--- src/rtl/spi_memory_if.sv ---
// spi_memory_if -- pin-level bundle for the SPI memory block.
//   sclk_pin, cs_pin, mosi_pin, faultinjector_pin : raw inputs to the block
//   miso_pin                                      : registered serial data out
//   leds[7:0]                                     : {4'b0, miso_en, addrlatch_en, dm_we, sr_we}
//   state[3:0]                                    : current FSM state encoding
// The master modport drives the raw pins (board / testbench side); the slave
// modport is the spi_memory side.
interface spi_memory_if;
  logic       sclk_pin;
  logic       cs_pin;
  logic       mosi_pin;
  logic       faultinjector_pin;
  logic       miso_pin;
  logic [7:0] leds;
  logic [3:0] state;

  modport master (
    output sclk_pin, cs_pin, mosi_pin, faultinjector_pin,
    input  miso_pin, leds, state
  );

  modport slave (
    input  sclk_pin, cs_pin, mosi_pin, faultinjector_pin,
    output miso_pin, leds, state
  );
endinterface

--- src/rtl/spi_memory.sv ---
// spi_memory -- SPI slave fronting a 128 x 8 memory.
//   clk    : system clock, all state on its rising edge
//   reset  : asynchronous, active-high
//   bus    : spi_memory_if.slave (raw SPI pins, miso, leds, state)
// Raw pins are synchronised and debounced (3 stable cycles) before use.
// Byte 1 = {rw, addr[6:0]} MSB first (rw=1 read); a write carries one data
// byte, a read returns mem[addr] on miso, changed on sclk falling edges.
// Optional build macro FAULT_INJECT_EN: when defined and the conditioned
// faultinjector_pin is high, the latched address has bit 2 forced to 1.
module spi_memory (
  input  logic        clk,
  input  logic        reset,
  spi_memory_if.slave bus
);
  localparam int IDX_SCLK = 0;
  localparam int IDX_CS   = 1;
  localparam int IDX_MOSI = 2;
  localparam int IDX_FI   = 3;
  // Idle level of each conditioned input: chip select idles high.
  localparam logic [3:0] IDLE_VAL = 4'b0010;

  typedef enum logic [2:0] {
    GET    = 3'd0,
    GOT    = 3'd1,
    READ1  = 3'd2,
    READ2  = 3'd3,
    READ3  = 3'd4,
    WRITE1 = 3'd5,
    WRITE2 = 3'd6,
    DONE   = 3'd7
  } state_t;

  // ---------------------------------------------------------------- inputs
  logic [3:0]      raw_in, sync1_q, sync2_q, cond_q;
  logic [3:0][1:0] db_cnt_q;
  logic            sclk_rise, sclk_fall;

  assign raw_in = {bus.faultinjector_pin, bus.mosi_pin, bus.cs_pin, bus.sclk_pin};

  // NOTE: sequential state uses non-blocking assignments only, so every
  // register samples the pre-edge value of every other register.
  always_ff @(posedge clk or posedge reset) begin
    if (reset) begin
      sync1_q   <= IDLE_VAL;
      sync2_q   <= IDLE_VAL;
      cond_q    <= IDLE_VAL;
      db_cnt_q  <= '0;
      sclk_rise <= 1'b0;
      sclk_fall <= 1'b0;
    end else begin
      sync1_q   <= raw_in;
      sync2_q   <= sync1_q;
      sclk_rise <= 1'b0;
      sclk_fall <= 1'b0;
      for (int i = 0; i < 4; i++) begin
        if (sync2_q[i] == cond_q[i]) begin
          db_cnt_q[i] <= 2'd0;
        end else if (db_cnt_q[i] == 2'd2) begin
          // Third consecutive differing cycle: accept the new level. The
          // edge pulse is registered alongside, so it coincides with it.
          cond_q[i]   <= sync2_q[i];
          db_cnt_q[i] <= 2'd0;
          if (i == IDX_SCLK) begin
            sclk_rise <= sync2_q[i];
            sclk_fall <= ~sync2_q[i];
          end
        end else begin
          db_cnt_q[i] <= db_cnt_q[i] + 2'd1;
        end
      end
    end
  end

  logic cs_high, mosi;
  assign cs_high = cond_q[IDX_CS];
  assign mosi    = cond_q[IDX_MOSI];

  // ------------------------------------------------------------ datapath
  state_t     state_q, state_d;
  logic [2:0] bit_cnt_q;
  logic [7:0] sr_q;
  logic [6:0] dm_addr, latch_addr;
  logic [7:0] mem [128];
  logic [7:0] mem_rdata;
  logic       miso_q;
  logic       sr_we, dm_we, addrlatch_en, miso_en;
  logic       counting, byte_done;

  assign mem_rdata = mem[dm_addr];
  assign counting  = state_q inside {GET, READ3, WRITE1};
  assign byte_done = sclk_rise && (bit_cnt_q == 3'd7);

`ifdef FAULT_INJECT_EN
  assign latch_addr = cond_q[IDX_FI] ? {sr_q[6:3], 1'b1, sr_q[1:0]} : sr_q[6:0];
`else
  logic unused_fault;
  assign latch_addr   = sr_q[6:0];
  assign unused_fault = cond_q[IDX_FI];
`endif

  // NOTE: the memory array has no reset; its contents survive reset and
  // a resettable array would not map onto RAM.
  always_ff @(posedge clk) begin
    if (dm_we) mem[dm_addr] <= sr_q;
  end

  always_ff @(posedge clk or posedge reset) begin
    if (reset) begin
      state_q   <= GET;
      bit_cnt_q <= 3'd0;
      sr_q      <= 8'h00;
      dm_addr   <= 7'd0;
      miso_q    <= 1'b0;
    end else begin
      state_q <= state_d;
      // The 3-bit counter wraps to 0 on the 8th pulse, ready for the next byte.
      if (cs_high || !counting) bit_cnt_q <= 3'd0;
      else if (sclk_rise)       bit_cnt_q <= bit_cnt_q + 3'd1;
      if (sr_we)                sr_q <= mem_rdata;
      else if (sclk_rise)       sr_q <= {sr_q[6:0], mosi};
      if (addrlatch_en)         dm_addr <= latch_addr;
      if (sclk_fall && miso_en) miso_q <= sr_q[7];
    end
  end

  // ----------------------------------------------------------------- FSM
  // NOTE: every signal driven here gets a default first, otherwise paths
  // that skip an assignment would infer latches.
  always_comb begin
    state_d      = state_q;
    sr_we        = 1'b0;
    dm_we        = 1'b0;
    addrlatch_en = 1'b0;
    miso_en      = 1'b0;
    unique case (state_q)
      GET:    if (byte_done) state_d = GOT;
      GOT: begin
        addrlatch_en = 1'b1;
        state_d      = sr_q[7] ? READ1 : WRITE1;
      end
      READ1:  state_d = READ2;        // let dm_addr settle before the load
      READ2: begin
        sr_we   = 1'b1;
        state_d = READ3;
      end
      READ3: begin
        miso_en = 1'b1;
        if (byte_done) state_d = DONE;
      end
      WRITE1: if (byte_done) state_d = WRITE2;
      WRITE2: begin
        dm_we   = 1'b1;
        state_d = DONE;
      end
      DONE:   state_d = DONE;
      default: state_d = GET;
    endcase
    // Deselect aborts from any state.
    if (cs_high) state_d = GET;
  end

  assign bus.miso_pin = miso_q;
  assign bus.leds     = {4'b0000, miso_en, addrlatch_en, dm_we, sr_we};
  assign bus.state    = {1'b0, state_q};
endmodule

--- src/flat_wrapper.sv ---
// flat-port wrapper written by rule: the top's interface ports become plain ports
module spi_memory_flat 
  (clk, reset, bus_sclk_pin, bus_cs_pin, bus_mosi_pin, bus_faultinjector_pin, bus_miso_pin, bus_leds, bus_state);
  spi_memory_if bus_i ();
  input  logic clk;
  input  logic reset;
  input wire logic [$bits(bus_i.sclk_pin)-1:0] bus_sclk_pin;
  input wire logic [$bits(bus_i.cs_pin)-1:0] bus_cs_pin;
  input wire logic [$bits(bus_i.mosi_pin)-1:0] bus_mosi_pin;
  input wire logic [$bits(bus_i.faultinjector_pin)-1:0] bus_faultinjector_pin;
  output wire logic [$bits(bus_i.miso_pin)-1:0] bus_miso_pin;
  output wire logic [$bits(bus_i.leds)-1:0] bus_leds;
  output wire logic [$bits(bus_i.state)-1:0] bus_state;
  assign bus_i.sclk_pin = bus_sclk_pin;
  assign bus_i.cs_pin = bus_cs_pin;
  assign bus_i.mosi_pin = bus_mosi_pin;
  assign bus_i.faultinjector_pin = bus_faultinjector_pin;
  assign bus_miso_pin = bus_i.miso_pin;
  assign bus_leds = bus_i.leds;
  assign bus_state = bus_i.state;
  spi_memory u_core (.clk(clk), .reset(reset), .bus(bus_i));
endmodule
--- config.mk ---
export PLATFORM = sky130hd
export DESIGN_NAME = spi_memory_flat
export DESIGN_NICKNAME = d
export VERILOG_FILES = /design/src/rtl/spi_memory_if.sv /design/src/rtl/spi_memory.sv /design/src/flat_wrapper.sv
export SDC_FILE = /design/constraint.sdc
export NUM_CORES = 1
export LEC_CHECK = 0
export CAP_MARGIN = 20
export CORE_AREA = 2 2 309 235
export CTS_CLUSTER_DIAMETER = 40
export DETAILED_ROUTE_END_ITERATION = 10
export DIE_AREA = 0 0 311 237
export HOLD_SLACK_MARGIN = 0.15
export PLACE_DENSITY_LB_ADDON = 0.1
export SETUP_SLACK_MARGIN = 0.2
export SYNTH_ARGS = -nofsm -noshare
export SYNTH_HDL_FRONTEND = slang
export SYNTH_SLANG_ARGS = --single-unit
--- constraint.sdc ---
create_clock -name clk -period 6.4 [get_ports clk]
set_input_delay 1.28 -clock clk [delete_from_list [all_inputs] [get_ports clk]]
set_output_delay 1.28 -clock clk [all_outputs]
set_load 0.02 [all_outputs]
* Word-level counts from Yosys, hierarchy flattened
Memories as Yosys holds them, arrays and structs flattened.
Index checks and enable logic that the tools add are counted.
** Word-level totals
- Bits in registers :: 39
- RAM bits :: 1024
- Bits of input ports :: 6
- Output and inout bits :: 13
- Memories :: 1
** Memory list
- u_core.mem :: depth 128, width 8, read ports 1, clocked after memory_dff 0, write ports 1, RTL line spi_memory.sv:83 : logic [7:0] mem [128];
** Operators by class
- Add/sub/neg operators :: 4
- Equal/unequal tests :: 17
- Multiplexer cells :: 26
- Bitwise operators :: 4
- Reductions and logical operators :: 13
** Operators by type and width (number)
- 3-bit two-way mux :: 7
- 3-bit one-hot mux with 7 select lines :: 1
- 8-bit two-way mux :: 2
- 3-bit == test (second input constant) :: 5
- 2-bit two-way mux :: 6
- 1-bit two-way mux :: 10
- 3-bit by 1-bit inequality test with 1-bit output (second input constant) :: 3
- 2-bit by 1-bit adder with 2-bit output (second input constant) :: 3
- 2-bit == test (second input constant) :: 3
- 3-bit by 2-bit == test with 1-bit output (second input constant) :: 2
- 2-bit AND reduction :: 3
- 1-bit NOT :: 4
- 2-bit nonzero test :: 2
- 3-bit by 1-bit adder with 3-bit output (second input constant) :: 1
- 1-bit == test :: 3
- 3-bit by 1-bit == test with 1-bit output (second input constant) :: 1
- 3-bit logical NOT :: 1
- 3-bit AND reduction :: 1
- 3-bit nonzero test :: 1
- 1-bit logical AND :: 2
- 2-bit OR reduction :: 1
- 1-bit logical NOT :: 1
- 1-bit logical OR :: 1

* Logic depth before layout (Yosys ltp)
Gate-level depths: netlist of run 1.
- Word-level depth :: 5
- Mapped depth :: 11
- Depth with buffers taken out :: 7

* Worst setup path after synthesis of run 1
Ideal clock, no wire load.
- Path type :: register to output
- From :: reg u_core.state_q[0]
- To :: out bus_leds[2]
- Data arrival time :: 1.529 ns
- Slack :: 3.591 ns
- Cell stages (with the launch flop) :: 5
- Buffers on the path :: 2
- Path through :: dfrtp_1 nor2b_1 nor2b_1 clkbuf_1 buf_4
** Between the ends
- Cells in the longest elaborated chain, start to end :: 2
** Ends and longest elaborated chain
- from (decl) :: RTL line spi_memory.sv:79 : state_t state_q, state_d;
- from (signal assigned) :: RTL line spi_memory.sv:115 : state_q <= state_d;
- 3-bit by 1-bit == test with 1-bit output :: RTL line spi_memory.sv:135 : unique case (state_q)
- 1-bit two-way mux :: RTL line spi_memory.sv:135
- to (decl) :: RTL line flat_wrapper.sv:12 : output wire logic [$bits(bus_i.leds)-1:0] bus_leds;
Every way passes these cells.

* Worst setup path in the final report of run 1
- From :: reg u_core.state_q[0]
- To :: out bus_leds[0]
** Between the ends
- Cells in the longest elaborated chain, start to end :: 2
** Ends and longest elaborated chain (RTL line)
- 3-bit by 2-bit == test with 1-bit output :: spi_memory.sv:135
- 1-bit two-way mux :: spi_memory.sv:135
Every way passes these cells.

==> results of run 1 <==
## through the flow
step / instance area, um^2 / std cells / worst slack (ns)
after floorplan: 42100 / 2389 / 3.59
after global placement: 42900 / 3238 / 2.47
after detailed placement: 42900 / 3238 / 2.35
after CTS: 46800 / 3455 / 2.07
after global routing: 46800 / 3456 / 1.95
final: 46800 / 3456 / 2.03
## flip-flops by register name, indices dropped and copies added, names as in the netlist, 3 cells and up
signal	flops
u_core.mem	1024
u_core.db_cnt_q	6
u_core.state_q	3
u_core.sr_q	8
u_core.bit_cnt_q	3
u_core.sync2_q	3
u_core.sync1_q	3
u_core.cond_q	3
u_core.dm_addr	7
## final cells by class
| type | count | area [um^2] |
|---|---|---|
| clock buffer | 138 | 3020 |
| clock inverter | 79 | 892 |
| tap | 957 | 1200 |
| multi-input combinational | 1141 | 9330 |
| inverter | 10 | 37.5 |
| fill | 4761 | 24000 |
| timing repair buffer | 68 | 594 |
| sequential | 1063 | 31800 |
## final timing paths
kind / startpoint / end / slack, ns / cells past startpoint
min reg2reg: u_core.sync1_q[2] / u_core.sync2_q[2] / 0.35 / 0
min: u_core.sync1_q[2] / u_core.sync2_q[2] / 0.35 / 0
max: u_core.state_q[0] / bus_leds[0] / 2.03 / 4
min in group asynchronous: reset / u_core.cond_q[2] / 1.03 / 3
max reg2reg: u_core.dm_addr[0] / u_core.mem[123][6] / 2.13 / 5
max in group asynchronous: reset / u_core.sr_q[4] / 4.90 / 3
## metal layers
| layer | global-route usage, % | part of all wire [%] | vias up |
|---|---|---|---|
| met2 | 44.8 | 44 | 1643 |
| met5 | 0 | 0.027 | - |
| met4 | 10.1 | 3.4 | 4 |
| li1 | - | - | 9785 |
| met3 | 9.77 | 13 | 273 |
| met1 | 46.5 | 40 | 12300 |
## report_power, final
group,switching (uW),leakage (uW),internal (uW)
logic,224,0.00290,54.8
registers,203,0.0101,7910
clock network,2810,0.00190,3950
## logic make-up after synthesis
group,synth area share (%)
adders and majority gates,0.0594
DFF,75.4
buffers and inverters,2.59
muxes,9.37
other,0.00891
and+or+nand+nor,4.01
AOI/OAI and AO/OA,8.53
xor gates and xnor gates,0.0624
## placed cells by master (no fill, tap or decap), types with 8 or more instances in the layout
master           count
a221o_1             21
nor3_1               8
a31oi_1             13
clkbuf_16          117
o221ai_1            22
a22o_1              14
clkinv_4            10
edfxtp_1          1024
a211oi_1            10
a22oi_1             60
buf_4               51
bufinv_16           13
mux2_2             128
o22ai_1             12
inv_6               23
mux2i_1             89
nand2b_1            12
dfrtp_1             24
o211ai_1            11
nand3_1             15
o21ai_0             61
a21oi_1             30
a221oi_1           149
nand2_1             96
mux4_2              69
nor2b_1             10
clkinv_2            10
clkbuf_1            20
clkdlybuf4s50_1     12
nor2_1             180
dfrtp_4             11
clkinv_1            14
and2_1               8
## critical path, cell delays in order, from the launching register on
cell and delay (ns):
dfrtp_1 0.43, nor2b_1 0.21, nand2_1 0.44, clkinv_1 0.62, clkdlybuf4s50_1 0.70
==> impl_metrics.py, run 1 <==
metrics = {
    "synth": {
        "synth_cell_types": 78,
        "yosys.area.top_type": "edfxtp_1",
        "postSynthCellCount": 2385,
        "yosysSeqAreaShare_pct": 75.4,
        "async_flop_share_pct": 3.67,
        "avgSynthCellArea_um2": 17.7,
        "yosysWarnings": 0,
        "synth.top_cell.area_share_pct": 73.0,
        "ys_ff_latch": 1063,
        "synth-edff-count": 1024,
        "post-synth-top-count-cell": "edfxtp_1",
        "synth_area_um2": 42100,
        "netlist_top_cells_count": "edfxtp_1 (1,024), nor2_1 (182), a221oi_1 (149), mux2_2 (128), nand2_1 (98)",
        "synth_ff_type": "edfxtp_1",
        "yosys-top-cells-area": "edfxtp_1 (73%), mux4_2 (3.7%), mux2_2 (3.4%)",
    },
    "clock_tree": {
        "clkTransAtPathRegs_ns": 0.06,
        "cts_tree": "yes",
        "root_buffer": "clkbuf_16",
        "worstSkewPairLatency_ns": 0.69,
        "cts_resized": 0,
        "htree_levels": 3,
        "numCtsBuffers": 114,
        "cts_num_sinks": 1063,
        "postCtsHoldBufs": 0,
        "cts.path.max_buffers": 3,
        "cts_setup_buffers": 0,
    },
    "global_route": {
        "track_usage_pct": 31.4,
        "grt_overflow": 0,
        "grt_pass1_vias": 23300,
        "antenna_found_initial": 1,
        "grt_max_degree": 129,
        "grt_pass1_wl_mm": 166,
    },
    "min_path": {
        "hold_path_class": "reg2reg",
    },
    "critical_path": {
        "cp.arrival_ns": 3.09,
        "path_max_fanout": 10,
        "criticalPathCategory": "reg2out",
        "required_ns": 5.12,
        "crit_path_end_kind": "output port",
        "start_kind": "flip-flop",
    },
    "timing": {
        "hold_viol": 0,
        "worst_hold_slack_ns": 0.347,
        "max_freq_mhz": 229,
        "fin_skew_ns": 0.0187,
        "period_minus_slack_ns": 4.37,
        "slew_violations": 0,
        "worst_pin_slew_ns": 1.11,
        "fin_tns_setup_ns": 0,
        "final.period_utilization_pct": 68.2,
        "slew_headroom_pct": 26.0,
        "rsz0062_at_grt": "no",
        "finalSetupViolCount": 0,
    },
    "place": {
        "gp_congestion": 0.883,
        "io_buffers": 12,
        "hpwlAfterDp_mm": 66.4,
    },
    "route": {
        "antenna_left": 0,
        "routedWlPerCell_um": 33.2,
        "dr_total_vias": 24000,
        "viasPerCell": 6.94,
        "routed_wl_mm": 115,
        "drc": 0,
        "drtIter0Drc": 4060,
        "dr.pass1.iters": 6,
    },
    "floorplanning": {
        "chipHeight_um": 237,
        "dieArea_um2": 73700,
        "rows": 85,
        "coreArea_um2": 70800,
        "start_util_pct": 59.4,
        "die_x_um": 311,
        "ioPinCount": 19,
    },
    "layout": {
        "finalCoreUtilization_pct": 66.1,
        "nets": 2406,
        "area_growth_pct": 11.3,
        "diodes": 0,
        "drive_above_1_share_pct": 19.2,
    },
    "pwr": {
        "p_leak_uw": 0.0149,
        "total_power_uw": 15200,
        "pwr_density_cell_nw_per_um2": 323,
        "peakVddDrop_mv": 0.296,
    },
    "run": {
        "drv_cap": 0,
    },
    "outcome": {
        "status": "finished clean",
    },
}
No activity file was read; power rests on OpenSTA's default activity.
==> run 2: changes to the inputs <==
- clock period: 6.4 -> 4.54 ns (I/O delays scaled with it)
==> run 2 against run 1 <==
Net effect:
- core utilization increased by 1.2 points
- critical endpoint unchanged
- global-route usage is 0.13 points higher
- flip-flop and latch count unchanged
- critical path type unchanged
- combinational power increased by 15%
==> impl_metrics.py, run 2 (synthesized netlist as in run 1, its figures left out) <==
metrics = {
    "outcome": {
        "status": "finished clean",
    },
    "timing": {
        "final.period_utilization_pct": 89.7,
        "max_freq_mhz": 246,
        "finalSetupViolCount": 0,
        "fin_skew_ns": 0.0296,
        "rsz0062_at_grt": "no",
        "fin_tns_setup_ns": 0,
        "hold_viol": 0,
        "period_minus_slack_ns": 4.07,
        "slew_violations": 0,
        "worst_pin_slew_ns": 1.26,
        "slew_headroom_pct": 16.2,
    },
    "floorplanning": {
        "ioPinCount": 19,
        "dieArea_um2": 73700,
        "chipHeight_um": 237,
        "coreArea_um2": 70800,
        "start_util_pct": 59.4,
        "rows": 85,
        "die_x_um": 311,
    },
    "critical_path": {
        "required_ns": 3.63,
        "cpPeakStageDelay_ns": 0.71,
        "criticalPathCategory": "reg2out",
        "cp_cell_sequence": "nor2b_1 -> nand2_1 -> clkinv_1 -> clkdlybuf4s50_1",
        "slowest_stage": "clkdlybuf4s50_1",
        "cp.arrival_ns": 3.16,
        "path_max_fanout": 10,
        "crit_path_end_kind": "output port",
        "start_kind": "flip-flop",
    },
    "layout": {
        "multi_input_area_um2": 9330,
        "area_growth_pct": 13.3,
        "finalCoreUtilization_pct": 67.3,
        "nets": 2503,
        "drive_above_1_share_pct": 22.0,
        "final-seq-area_um2": 31800,
        "largest_reg_flops": 1024,
        "mostFrequentLayoutCell": "edfxtp_1",
        "largestRegisters": "u_core.mem x1024, u_core.sr_q x8, u_core.dm_addr x7",
        "fill_cells": 4706,
        "largest_register": "u_core.mem",
        "mostFrequentLayoutCells": "edfxtp_1 (1,024), nor2_1 (180), a221oi_1 (149), buf_4 (137), mux2_2 (128)",
    },
    "global_route": {
        "grt_pass1_wl_mm": 166,
        "grt_pass1_vias": 23600,
        "track_usage_pct": 31.5,
        "antenna_found_initial": 5,
        "grt_overflow": 0,
        "grt_max_degree": 101,
    },
    "clock_tree": {
        "root_buffer": "clkbuf_16",
        "cts_setup_buffers": 0,
        "cts_resized": 0,
        "cts_num_sinks": 1063,
        "htree_levels": 3,
        "cts_tree": "yes",
        "postCtsHoldBufs": 0,
        "numCtsBuffers": 116,
        "clkTransAtPathRegs_ns": 0.06,
        "cts.path.max_buffers": 3,
        "worstSkewPairLatency_ns": 0.69,
    },
    "route": {
        "viasPerCell": 6.84,
        "dr_total_vias": 24300,
        "antenna_left": 0,
        "dr.pass1.iters": 6,
        "drc": 0,
        "routed_wl_mm": 116,
        "drtIter0Drc": 3718,
        "routedWlPerCell_um": 32.6,
    },
    "place": {
        "hpwlAfterDp_mm": 68.3,
        "io_buffers": 12,
        "gp_congestion": 0.877,
    },
    "pwr": {
        "peakVddDrop_mv": 0.325,
        "total_power_uw": 21400,
        "switching_share_pct": 20.8,
        "p_comb_share_pct": 1.5,
        "clkPwrFrac_pct": 44.8,
        "p_sw_uw": 4450,
        "pwr_density_cell_nw_per_um2": 448,
        "p_seq_share_pct": 53.7,
        "p_leak_uw": 0.0154,
        "p_int_uw": 16900,
    },
    "min_path": {
        "hold_path_class": "reg2reg",
    },
    "run": {
        "drv_cap": 0,
    },
}
[run 2: path summary, 6_finish.rpt]
kind	start	endpoint	slack [ns]	cells after the start
worst max-delay path	u_core.state_q[0]	bus_leds[0]	0.47	4
worst min-delay path	u_core.sync1_q[0]	u_core.sync2_q[0]	0.35	0
worst max register to register	u_core.dm_addr[1]	u_core.sr_q[4]	0.95	8
worst min register to register	u_core.sync1_q[0]	u_core.sync2_q[0]	0.35	0
max in group asynchronous	reset	u_core.sr_q[3]	3.44	3
min in group asynchronous	reset	u_core.sync2_q[2]	0.66	3
[run 2: stage by stage]
step / hold WS (ns) / setup WS [ns] / std cells / cell area, um^2
2_1_floorplan: 0.331 / 2.10 / 2389 / 42100
3_3_place_gp: 0.333 / 1.13 / 3331 / 43700
3_5_place_dp: 0.341 / 1.07 / 3331 / 43700
4_1_cts: 0.350 / 0.517 / 3546 / 47600
5_1_grt: 0.358 / 0.468 / 3549 / 47700
6_report: 0.349 / 0.468 / 3551 / 47700
[run 2: layout make-up]
| type | count | area share, % |
|---|---|---|
| multi-input cells | 1141 | 19.6 |
| clock buffers | 131 | 6.27 |
| clock inverters | 84 | 1.93 |
| repair buffers | 163 | 3.03 |
| diodes | 2 | 0.0105 |
| well taps | 957 | 2.51 |
| flip-flops and latches | 1063 | 66.6 |
| inverters | 10 | 0.0787 |
[run 2: power by group through the flow]
| stage | logic (uW) | registers (uW) | clock network [uW] |
|---|---|---|---|
| global route | 349 | 11500 | 10000 |
| global placement | 292 | 11700 | 0 |
| CTS | 310 | 11500 | 9640 |
| floorplan | 103 | 11600 | 0 |
| finish | 321 | 11500 | 9580 |
| detailed placement | 312 | 11700 | 0 |
[run 2: layer usage]
metal | GRT usage, % | wire length (um)
met1 | 46.5 | 46100
met2 | 45.5 | 50800
met4 | 10.5 | 3980
met5 | 0 | 0
met3 | 9.17 | 14900
[run 2: critical path, delay by kind of cell, from the launching register on]
| kind | cells | cell delay (ns) |
|---|---|---|
| flops | 1 | 0.43 |
| simple gates | 2 | 0.69 |
| buf+inv | 2 | 1.36 |
